[src/rtl/multiword_add_ctrl_if.sv]
// multiword_add_ctrl_if: operand/result handshake and shared-adder bus for multiword_add_ctrl
//   in_valid/in_ready/op_a/op_b/cin : operand producer side (plus sub when MULTIWORD_ADD_SUB_EN)
//   add_a/add_b/add_cin/add_sum/add_cout : external WORD_SIZE-bit adder
//   out_valid/out_ready/result/cout : result consumer side
//   slave modport = controller, master modport = surrounding environment
interface multiword_add_ctrl_if #(
    parameter int WORD_SIZE = 8,
    parameter int NUM_WORDS = 4
);
    localparam int W = WORD_SIZE * NUM_WORDS;
    logic                 in_valid;
    logic                 in_ready;
    logic [W-1:0]         op_a;
    logic [W-1:0]         op_b;
    logic                 cin;
    logic [WORD_SIZE-1:0] add_a;
    logic [WORD_SIZE-1:0] add_b;
    logic                 add_cin;
    logic [WORD_SIZE-1:0] add_sum;
    logic                 add_cout;
    logic                 out_valid;
    logic                 out_ready;
    logic [W-1:0]         result;
    logic                 cout;
`ifdef MULTIWORD_ADD_SUB_EN
    logic                 sub;
    modport slave (
        input  in_valid, op_a, op_b, cin, sub, add_sum, add_cout, out_ready,
        output in_ready, add_a, add_b, add_cin, out_valid, result, cout
    );
    modport master (
        output in_valid, op_a, op_b, cin, sub, add_sum, add_cout, out_ready,
        input  in_ready, add_a, add_b, add_cin, out_valid, result, cout
    );
`else
    modport slave (
        input  in_valid, op_a, op_b, cin, add_sum, add_cout, out_ready,
        output in_ready, add_a, add_b, add_cin, out_valid, result, cout
    );
    modport master (
        output in_valid, op_a, op_b, cin, add_sum, add_cout, out_ready,
        input  in_ready, add_a, add_b, add_cin, out_valid, result, cout
    );
`endif
endinterface

[src/rtl/multiword_add_ctrl.sv]
// multiword_add_ctrl: sequences one shared WORD_SIZE-bit adder over NUM_WORDS words, LSW first
//   clk   : rising-edge clock
//   rst_n : asynchronous active-low reset
//   bus   : multiword_add_ctrl_if.slave (operand handshake, adder drive/sample, result handshake)
//   MULTIWORD_ADD_SUB_EN : when defined, bus.sub selects op_a - op_b (two's complement)
module multiword_add_ctrl #(
    parameter int WORD_SIZE = 8,
    parameter int NUM_WORDS = 4
) (
    input logic                 clk,
    input logic                 rst_n,
    multiword_add_ctrl_if.slave bus
);
    localparam int W  = WORD_SIZE * NUM_WORDS;
    localparam int IW = (NUM_WORDS > 1) ? $clog2(NUM_WORDS) : 1;
    typedef enum logic [1:0] {IDLE, RUN, DONE} state_t;
    state_t        state_q, state_d;
    logic [IW-1:0] idx_q, idx_d;
    logic          carry_q, carry_d;
    logic          cout_q, cout_d;
    logic [W-1:0]  a_q, a_d;
    logic [W-1:0]  b_q, b_d;
    logic [W-1:0]  result_q, result_d;
    logic          run;
    logic          accept;
    logic          sub_in;
`ifdef MULTIWORD_ADD_SUB_EN
    assign sub_in = bus.sub;
`else
    assign sub_in = 1'b0;
`endif
    assign run           = state_q == RUN;
    assign bus.in_ready  = rst_n && state_q == IDLE;
    assign accept        = bus.in_valid && bus.in_ready;
    assign bus.add_a     = run ? a_q[idx_q*WORD_SIZE +: WORD_SIZE] : '0;
    assign bus.add_b     = run ? b_q[idx_q*WORD_SIZE +: WORD_SIZE] : '0;
    assign bus.add_cin   = run && carry_q;
    assign bus.out_valid = state_q == DONE;
    assign bus.result    = result_q;
    assign bus.cout      = cout_q;
    // Subtraction stores ~op_b and forces the initial carry, so RUN is identical for both modes.
    always_comb begin
        state_d  = state_q;
        idx_d    = idx_q;
        carry_d  = carry_q;
        cout_d   = cout_q;
        a_d      = a_q;
        b_d      = b_q;
        result_d = result_q;
        case (state_q)
            IDLE: if (accept) begin
                a_d     = bus.op_a;
                b_d     = sub_in ? ~bus.op_b : bus.op_b;
                carry_d = sub_in || bus.cin;
                idx_d   = '0;
                state_d = RUN;
            end
            RUN: begin
                result_d[idx_q*WORD_SIZE +: WORD_SIZE] = bus.add_sum;
                carry_d = bus.add_cout;
                if (idx_q == IW'(NUM_WORDS - 1)) begin
                    cout_d  = bus.add_cout;
                    idx_d   = '0;
                    state_d = DONE;
                end else begin
                    idx_d = idx_q + IW'(1);
                end
            end
            DONE: state_d = bus.out_ready ? IDLE : DONE;
            default: state_d = IDLE;
        endcase
    end
    always_ff @(posedge clk or negedge rst_n) begin
        if (!rst_n) begin
            state_q  <= IDLE;
            idx_q    <= '0;
            carry_q  <= 1'b0;
            cout_q   <= 1'b0;
            a_q      <= '0;
            b_q      <= '0;
            result_q <= '0;
        end else begin
            state_q  <= state_d;
            idx_q    <= idx_d;
            carry_q  <= carry_d;
            cout_q   <= cout_d;
            a_q      <= a_d;
            b_q      <= b_d;
            result_q <= result_d;
        end
    end
endmodule
[src/flat_wrapper.sv]
// flat-port wrapper written by rule: the top's interface ports become plain ports
module multiword_add_ctrl_flat 
#(
    parameter int WORD_SIZE = 8,
    parameter int NUM_WORDS = 4
)
  (clk, rst_n, bus_in_valid, bus_op_a, bus_op_b, bus_cin, bus_add_sum, bus_add_cout, bus_out_ready, bus_in_ready, bus_add_a, bus_add_b, bus_add_cin, bus_out_valid, bus_result, bus_cout);
  multiword_add_ctrl_if #(.WORD_SIZE(WORD_SIZE), .NUM_WORDS(NUM_WORDS)) bus_i ();
  input logic clk;
  input logic rst_n;
  input wire logic [$bits(bus_i.in_valid)-1:0] bus_in_valid;
  input wire logic [$bits(bus_i.op_a)-1:0] bus_op_a;
  input wire logic [$bits(bus_i.op_b)-1:0] bus_op_b;
  input wire logic [$bits(bus_i.cin)-1:0] bus_cin;
  input wire logic [$bits(bus_i.add_sum)-1:0] bus_add_sum;
  input wire logic [$bits(bus_i.add_cout)-1:0] bus_add_cout;
  input wire logic [$bits(bus_i.out_ready)-1:0] bus_out_ready;
  output wire logic [$bits(bus_i.in_ready)-1:0] bus_in_ready;
  output wire logic [$bits(bus_i.add_a)-1:0] bus_add_a;
  output wire logic [$bits(bus_i.add_b)-1:0] bus_add_b;
  output wire logic [$bits(bus_i.add_cin)-1:0] bus_add_cin;
  output wire logic [$bits(bus_i.out_valid)-1:0] bus_out_valid;
  output wire logic [$bits(bus_i.result)-1:0] bus_result;
  output wire logic [$bits(bus_i.cout)-1:0] bus_cout;
  assign bus_i.in_valid = bus_in_valid;
  assign bus_i.op_a = bus_op_a;
  assign bus_i.op_b = bus_op_b;
  assign bus_i.cin = bus_cin;
  assign bus_i.add_sum = bus_add_sum;
  assign bus_i.add_cout = bus_add_cout;
  assign bus_i.out_ready = bus_out_ready;
  assign bus_in_ready = bus_i.in_ready;
  assign bus_add_a = bus_i.add_a;
  assign bus_add_b = bus_i.add_b;
  assign bus_add_cin = bus_i.add_cin;
  assign bus_out_valid = bus_i.out_valid;
  assign bus_result = bus_i.result;
  assign bus_cout = bus_i.cout;
  multiword_add_ctrl #(.WORD_SIZE(WORD_SIZE), .NUM_WORDS(NUM_WORDS)) u_core (.clk(clk), .rst_n(rst_n), .bus(bus_i));
endmodule
[config.mk]
export PLATFORM = sky130hd
export DESIGN_NAME = multiword_add_ctrl_flat
export DESIGN_NICKNAME = d
export VERILOG_FILES = /design/src/rtl/multiword_add_ctrl_if.sv /design/src/rtl/multiword_add_ctrl.sv /design/src/flat_wrapper.sv
export SDC_FILE = /design/constraint.sdc
export NUM_CORES = 1
export LEC_CHECK = 0
export ABC_AREA = 1
export CAP_MARGIN = 25
export CORE_MARGIN = 1.5
export CORE_UTILIZATION = 30
export CTS_BUF_LIST = sky130_fd_sc_hd__clkbuf_8
export CTS_CLUSTER_SIZE = 25
export DETAILED_ROUTE_END_ITERATION = 8
export PLACE_DENSITY = 0.57
export SETUP_SLACK_MARGIN = 0.15
export SLEW_MARGIN = 30
export SYNTH_ARGS = -nofsm -noshare
export SYNTH_HDL_FRONTEND = slang
export SYNTH_SLANG_ARGS = --single-unit
[constraint.sdc]
create_clock -name clk -period 2 [get_ports clk]
set_input_delay 0.4 -clock clk [delete_from_list [all_inputs] [get_ports clk]]
set_output_delay 0.4 -clock clk [all_outputs]
set_load 0.02 [all_outputs]
==> load_flow_metrics.sql, run 1 <==
INSERT INTO impl_metrics (metric_group, metric, value, unit) VALUES
('run_status', 'outcome', 'completed', ''),
('power_and_ir_drop', 'power_density', '1506', 'nW/µm²'),
('floorplanning', 'die_area', '17800', 'µm²'),
('power_and_ir_drop', 'p_clk_share', '10.8', '%'),
('synthesis', 'dominantRegCellSynth', 'dfrtp_1', ''),
('power_and_ir_drop', 'sequentialPowerShare', '33.2', '%'),
('global_routing', 'grt_pass1_vias', '4394', ''),
('clocking', 'cts_buffers', '9', ''),
('drt', 'detailedRoute.firstIterationViolations', '181', ''),
('placed_design', 'post-dp-hpwl', '9.299', 'mm'),
('power_and_ir_drop', 'power.share.combinational', '56.0', '%'),
('sta', 'fin_worst_skew', '9.343', 'ps'),
('setup_path', 'worst_r2r_startpoint', 'u_core.idx_q[0]$_DFFE_PN0P_', ''),
('power_and_ir_drop', 'finalPower', '10.72', 'mW'),
('drt', 'dr_total_vias', '4466', ''),
('layout', 'postLayoutCoreUtil', '42.92', '%'),
('run', 'drv.max_cap_violation_count', '0', ''),
('floorplanning', 'fp.dieW', '133.4', 'µm'),
('floorplanning', 'die_h', '133.4', 'µm'),
('floorplanning', 'core_region_area', '16580', 'µm²'),
('power_and_ir_drop', 'vdd_drop_max', '0.0005899', 'V'),
('sta', 'timing.setup.tns', '0', 'ps'),
('layout', 'num_antenna_cells', '0', ''),
('setup_path', 'crit_type', 'reg2out', ''),
('setup_path', 'critical_path_required', '1600', 'ps'),
('global_routing', 'initial_antenna_violation_count', '0', ''),
('setup_path', 'critical_path_peak_fanout', '8', ''),
('sta', 'setup_violations', '0', ''),
('placed_design', 'finalWeightedCongestion', '0.7600', ''),
('sta', 'final-max-slew-violation-count', '0', ''),
('placed_design', 'post_dp_cell_area', '6729', 'µm²'),
('setup_path', 'r2r_setup_slack', '320', 'ps'),
('sta', 'hold_viol', '0', ''),
('drt', 'routed_wire_length_per_instance', '13.03', 'µm'),
('synthesis', 'post_synth_num_cell_types', '21', ''),
('synthesis', 'syn_avg_cell_area', '7.418', 'µm²'),
('setup_path', 'capturing_element_type_of_the_critical_path', 'output pin', ''),
('synthesis', 'yosys.area.top_type', 'dfrtp_1', ''),
('clocking', 'cts-root-buf', 'clkbuf_8', ''),
('floorplanning', 'initial_core_util', '30.78', '%'),
('global_routing', 'gr-usage-all-layers', '15.77', '%'),
('layout', 'flow.area_growth_from_synthesis', '39.45', '%'),
('setup_path', 'timing.reg2reg.worst_path_depth', '8', ''),
('clocking', 'cts.hold.buffers_added', '0', ''),
('layout', 'layout-drive-gt1-share', '11.66', '%'),
('drt', 'drtPass1Iterations', '6', ''),
('synthesis', 'synth_enable_flop_cells', '0', ''),
('synthesis', 'synth.net_count', '772', ''),
('global_routing', 'grt_first_pass_wirelength', '22.09', 'mm'),
('worst_hold_path', 'hold_class', 'in2async', ''),
('power_and_ir_drop', 'power.leakage', '3.882', 'nW'),
('global_routing', 'grt_start_max_net_pins', '104', ''),
('global_routing', 'globalRoute.totalOverflow', '0', ''),
('layout', 'instances_no_fill', '1043', ''),
('sta', 'grt_setup_unrepaired', 'yes', ''),
('synthesis', 'synth-seq-cells', '102', ''),
('sta', 'achievable-frequency', '0.5194', 'GHz'),
('layout', 'nets', '904', ''),
('layout', 'finalInstanceArea', '7117', 'µm²'),
('drt', 'post_drt_via_cell_ratio', '4.282', ''),
('synthesis', 'yosys.area.top_type_share', '50.01', '%'),
('sta', 'postLayoutSetupSlackWorst', '74.58', 'ps'),
('sta', 'timing.slew.headroom', '58.30', '%'),
('drt', 'drtAntennaViolNets', '0', ''),
('power_and_ir_drop', 'p_sw_share', '43.53', '%'),
('power_and_ir_drop', 'switching_power', '4.667', 'mW'),
('power_and_ir_drop', 'internal_power', '6.054', 'mW'),
('setup_path', 'worst_reg2reg_endpoint', 'u_core.bus.result[26]$_DFFE_PN0P_', ''),
('placed_design', 'dp.cells', '1024', ''),
('floorplanning', 'num_rows', '47', ''),
('clocking', 'cts_sinks', '102', '');
## layout by cell type (no fill, tap or decap), types with 2 or more instances in the layout
cell type          n
dfrtp_1          101
clkinv_2           3
clkbuf_8          10
buf_4             14
buf_12             8
clkbuf_16          2
inv_2              2
nand3_4            2
nor2_4             2
nand2_4            3
nand3_2            8
nor2_1            11
nand2_1          255
buf_6             13
nand2_2            2
clkdlybuf4s50_1  109
buf_2              2
ha_1               5
nor2_8             3
a21oi_2           15
o21ai_0            5
o21ai_1           60
nand3_1           29
inv_1            150
## layer usage
metal  GRT usage [%]  vias to the layer above  wire, µm
met3           4.262                       15       824
met2           24.84                      129      6227
li1                -                     2293         -
met1           21.22                     2029      6338
met5               0                        -         0
met4           4.831                        0       204
## area by class of cell
type                            count  area (µm²)
Fill cell                        1770        9467
Sequential cell                   102        2554
Multi-Input combinational cell    405        1953
Timing Repair Buffer              150        1605
Inverter                          152       574.3
Tap cell                          220       275.3
Clock buffer                       10       137.6
Clock inverter                      4       17.52
## worst max-delay path, stage by stage (launching register included)
cell and delay (ps):
dfrtp_2 430, inv_4 80, clkbuf_16 170, nand2_1 70, nand3_2 90, a21oi_2 160, buf_4 150
## kinds of logic (layout without fill, tap and decap cells)
family                   after synthesis  after routing  share of synthesized area, %
adder cells (fa/ha/maj)                6              6                         1.471
buffers and inverters                181            316                         14.15
flip-flops                           102            102                         50.01
AND/OR/NAND/NOR                      317            317                         26.28
AO/OA/AOI/OAI                         82             82                         8.090
## what timing repair did
| item | 4_1_cts | 5_1_grt |
|---|---|---|
| buffers inserted | 1 | 0 |
| gates resized for setup | 109 | 30 |
| gates cloned | 1 | 3 |
| pin swaps | 3 | 9 |
| setup endpoints to repair | 18 | 33 |
## power groups by stage
| stage | Sequential [mW] | Clock, mW | Combinational (mW) |
|---|---|---|---|
| floorplan | 3.84 | 0 | 3.00 |
| global placement | 3.57 | 0 | 5.45 |
| detailed placement | 3.59 | 0 | 5.50 |
| CTS | 3.56 | 1.22 | 5.70 |
| global route | 3.69 | 1.27 | 6.66 |
| finish | 3.56 | 1.16 | 6.00 |
## sequential cells by signal (all words and copies together), names as in the netlist
signal and cells:
u_core.a_q 32, u_core.b_q 32, u_core.bus.result 32, u_core.idx_q 2, u_core.state_q 2, u_core.bus.cout 1, u_core.carry_q 1
## worst max path at each step
stage / startpoint / end / cells past startpoint
after CTS: u_core.idx_q[0]$_DFFE_PN0P_ / bus_add_b[7] / 6
final: u_core.idx_q[0]$_DFFE_PN0P_ / bus_add_b[7] / 6
after global placement: u_core.idx_q[0]$_DFFE_PN0P_ / bus_add_b[7] / 5
after detailed placement: u_core.idx_q[0]$_DFFE_PN0P_ / bus_add_b[4] / 5
after floorplan: u_core.idx_q[1]$_DFFE_PN0P_ / u_core.bus.result[10]$_DFFE_PN0P_ / 10
after global routing: u_core.idx_q[0]$_DFFE_PN0P_ / bus_add_b[6] / 6
(Power assumes the default switching activity.)
==> run 2: changes to the inputs <==
TNS_END_PERCENT = 1   (was not set)
==> load_flow_metrics.sql, run 2 (synthesis results as in run 1) <==
INSERT INTO impl_metrics (metric_group, metric, value, unit) VALUES
('clocking', 'cts_buffers', '9', ''),
('clocking', 'cts_sinks', '102', ''),
('drt', 'drtPass1Iterations', '4', ''),
('clocking', 'clk-insertion-delay-late', '380', 'ps'),
('setup_path', 'capturing_element_type_of_the_critical_path', 'output pin', ''),
('placed_design', 'finalWeightedCongestion', '0.7600', ''),
('placed_design', 'post-dp-hpwl', '9.299', 'mm'),
('sta', 'fin_crit_sh', '96.08', '%'),
('drt', 'dr_total_vias', '4425', ''),
('drt', 'drcViolationCount', '0', ''),
('sta', 'timing.slew.headroom', '58.20', '%'),
('floorplanning', 'die_area', '17800', 'µm²'),
('global_routing', 'grt_first_pass_wirelength', '21.89', 'mm'),
('power_and_ir_drop', 'power.leakage', '3.875', 'nW'),
('placed_design', 'number_of_i_o_port_buffers', '129', ''),
('setup_path', 'critical_path_required', '1600', 'ps'),
('sta', 'timing_worst_slew_pin_value', '627.0', 'ps'),
('power_and_ir_drop', 'power_density', '1501', 'nW/µm²'),
('setup_path', 'start_kind', 'register', ''),
('global_routing', 'initial_antenna_violation_count', '0', ''),
('global_routing', 'grt_pass1_vias', '4372', ''),
('layout', 'num_antenna_cells', '0', ''),
('clocking', 'htreeDepth', '3', ''),
('sta', 'fin_worst_skew', '10.14', 'ps'),
('layout', 'final_common_cell', 'nand2_1', ''),
('drt', 'drtAntennaViolNets', '0', ''),
('floorplanning', 'fp.dieW', '133.4', 'µm'),
('floorplanning', 'initial_core_util', '30.78', '%'),
('drt', 'post_drt_via_cell_ratio', '4.243', ''),
('sta', 'final_period_minus_worst_setup_slack', '1922', 'ps'),
('worst_hold_path', 'hold_class', 'in2async', ''),
('setup_path', 'crit_type', 'reg2out', ''),
('drt', 'detailedRoute.firstIterationViolations', '204', ''),
('run_status', 'outcome', 'completed', ''),
('setup_path', 'timing.reg2reg.worst_path_depth', '8', ''),
('floorplanning', 'ioPinCount', '130', ''),
('sta', 'grt_setup_unrepaired', 'yes', ''),
('drt', 'route.final.wire_length', '13.65', 'mm'),
('floorplanning', 'core_region_area', '16580', 'µm²'),
('setup_path', 'r2r_setup_slack', '280', 'ps'),
('floorplanning', 'die_h', '133.4', 'µm'),
('layout', 'instances_no_fill', '1043', ''),
('global_routing', 'gr-usage-all-layers', '15.60', '%'),
('placed_design', 'dp.cells', '1024', ''),
('drt', 'routed_wire_length_per_instance', '13.09', 'µm'),
('sta', 'setup_violations', '0', ''),
('setup_path', 'crit_arrival', '1520', 'ps'),
('layout', 'layout.filler_cells', '1772', ''),
('sta', 'achievable-frequency', '0.5204', 'GHz'),
('layout', 'finalInstanceArea', '7084', 'µm²'),
('clocking', 'clk_transition_reported_paths', '90', 'ps'),
('sta', 'hold_viol', '0', ''),
('sta', 'final-max-slew-violation-count', '0', ''),
('layout', 'flow.area_growth_from_synthesis', '38.81', '%'),
('layout', 'layout-drive-gt1-share', '11.42', '%'),
('power_and_ir_drop', 'vdd_drop_max', '0.0005910', 'V'),
('run', 'drv.max_cap_violation_count', '0', ''),
('setup_path', 'worst_reg2reg_endpoint', 'u_core.bus.result[31]$_DFFE_PN0P_', ''),
('setup_path', 'critical_path_peak_fanout', '8', ''),
('floorplanning', 'num_rows', '47', ''),
('global_routing', 'globalRoute.totalOverflow', '0', ''),
('layout', 'nets', '904', ''),
('global_routing', 'grt_start_max_net_pins', '104', ''),
('setup_path', 'worst_r2r_startpoint', 'u_core.idx_q[0]$_DFFE_PN0P_', ''),
('layout', 'mostFrequentLayoutCells', '255 x nand2_1, 150 x inv_1, 109 x clkdlybuf4s50_1', ''),
('clocking', 'cts-root-buf', 'clkbuf_8', ''),
('clocking', 'clock_tree_from_tritoncts', 'built', ''),
('placed_design', 'post_dp_cell_area', '6729', 'µm²'),
('clocking', 'cts-root-to-sink-buffers', '2', '');
-- run 2: area by class of cell --
cell class	count	area [µm²]	share of cell area, %
multi-input combinational	405	1942	27.41
inverter	152	573.1	8.089
sequential	102	2554	36.05
timing repair buffer	150	1585	22.38
clock buffer	10	137.6	1.943
clock inverter	4	17.52	0.2473
tap	220	275.3	3.886
-- run 2: worst max-delay path by stage --
stage | startpoint | to
floorplan | u_core.idx_q[1]$_DFFE_PN0P_ | u_core.bus.result[10]$_DFFE_PN0P_
finish | u_core.idx_q[0]$_DFFE_PN0P_ | bus_add_b[7]
global route | u_core.idx_q[0]$_DFFE_PN0P_ | bus_add_a[6]
CTS | u_core.idx_q[0]$_DFFE_PN0P_ | bus_add_b[7]
global placement | u_core.idx_q[0]$_DFFE_PN0P_ | bus_add_b[7]
detailed placement | u_core.idx_q[0]$_DFFE_PN0P_ | bus_add_b[4]
-- run 2: metrics by stage --
stage               total power, mW  hold WS (ps)  setup slack, ps  TNS [ps]  utilization (%)
global placement              9.021         460.0            16.98         0            40.58
global route                  11.54         142.5           -2.783    -2.783            42.72
finish                        10.63         40.62            78.45         0            42.72
CTS                           10.35         110.8            64.18         0            41.63
detailed placement            9.090         468.1           -9.760    -15.18            40.58
floorplan                     6.840         104.4            245.2         0                -
-- run 2: what timing repair did --
action                                  4_1_cts  5_1_grt
setup buffers                                 0        1
hold buffers                                  0        0
cloned                                        0        4
endpoints found under the setup margin       18       37
gates resized for setup                     100       25
pin swaps                                     1       10
-- run 2: where the power goes --
part	total [mW]	switching, mW	internal [mW]	leakage [nW]
clock	1.15	0.689	0.461	0.0904
combinational	5.91	3.40	2.51	2.48
sequential	3.57	0.556	3.01	1.31
total	10.6	4.65	5.99	3.88
-- run 2: routing by layer --
| layer | up-vias | part of all wire (%) | track usage [%] |
|---|---|---|---|
| met5 | - | 0 | 0 |
| met2 | 115 | 46 | 24.53 |
| li1 | 2290 | - | - |
| met1 | 2007 | 47 | 21.05 |
| met4 | 0 | 1.3 | 4.710 |
| met3 | 13 | 5.6 | 4.224 |
-- run 2: worst max-delay path: stages, from the launching register on --
cell,delay (ps)
dfrtp_2,430
inv_4,80
clkbuf_16,170
nand2_1,70
nand3_2,80
a21oi_2,160
buf_4,150
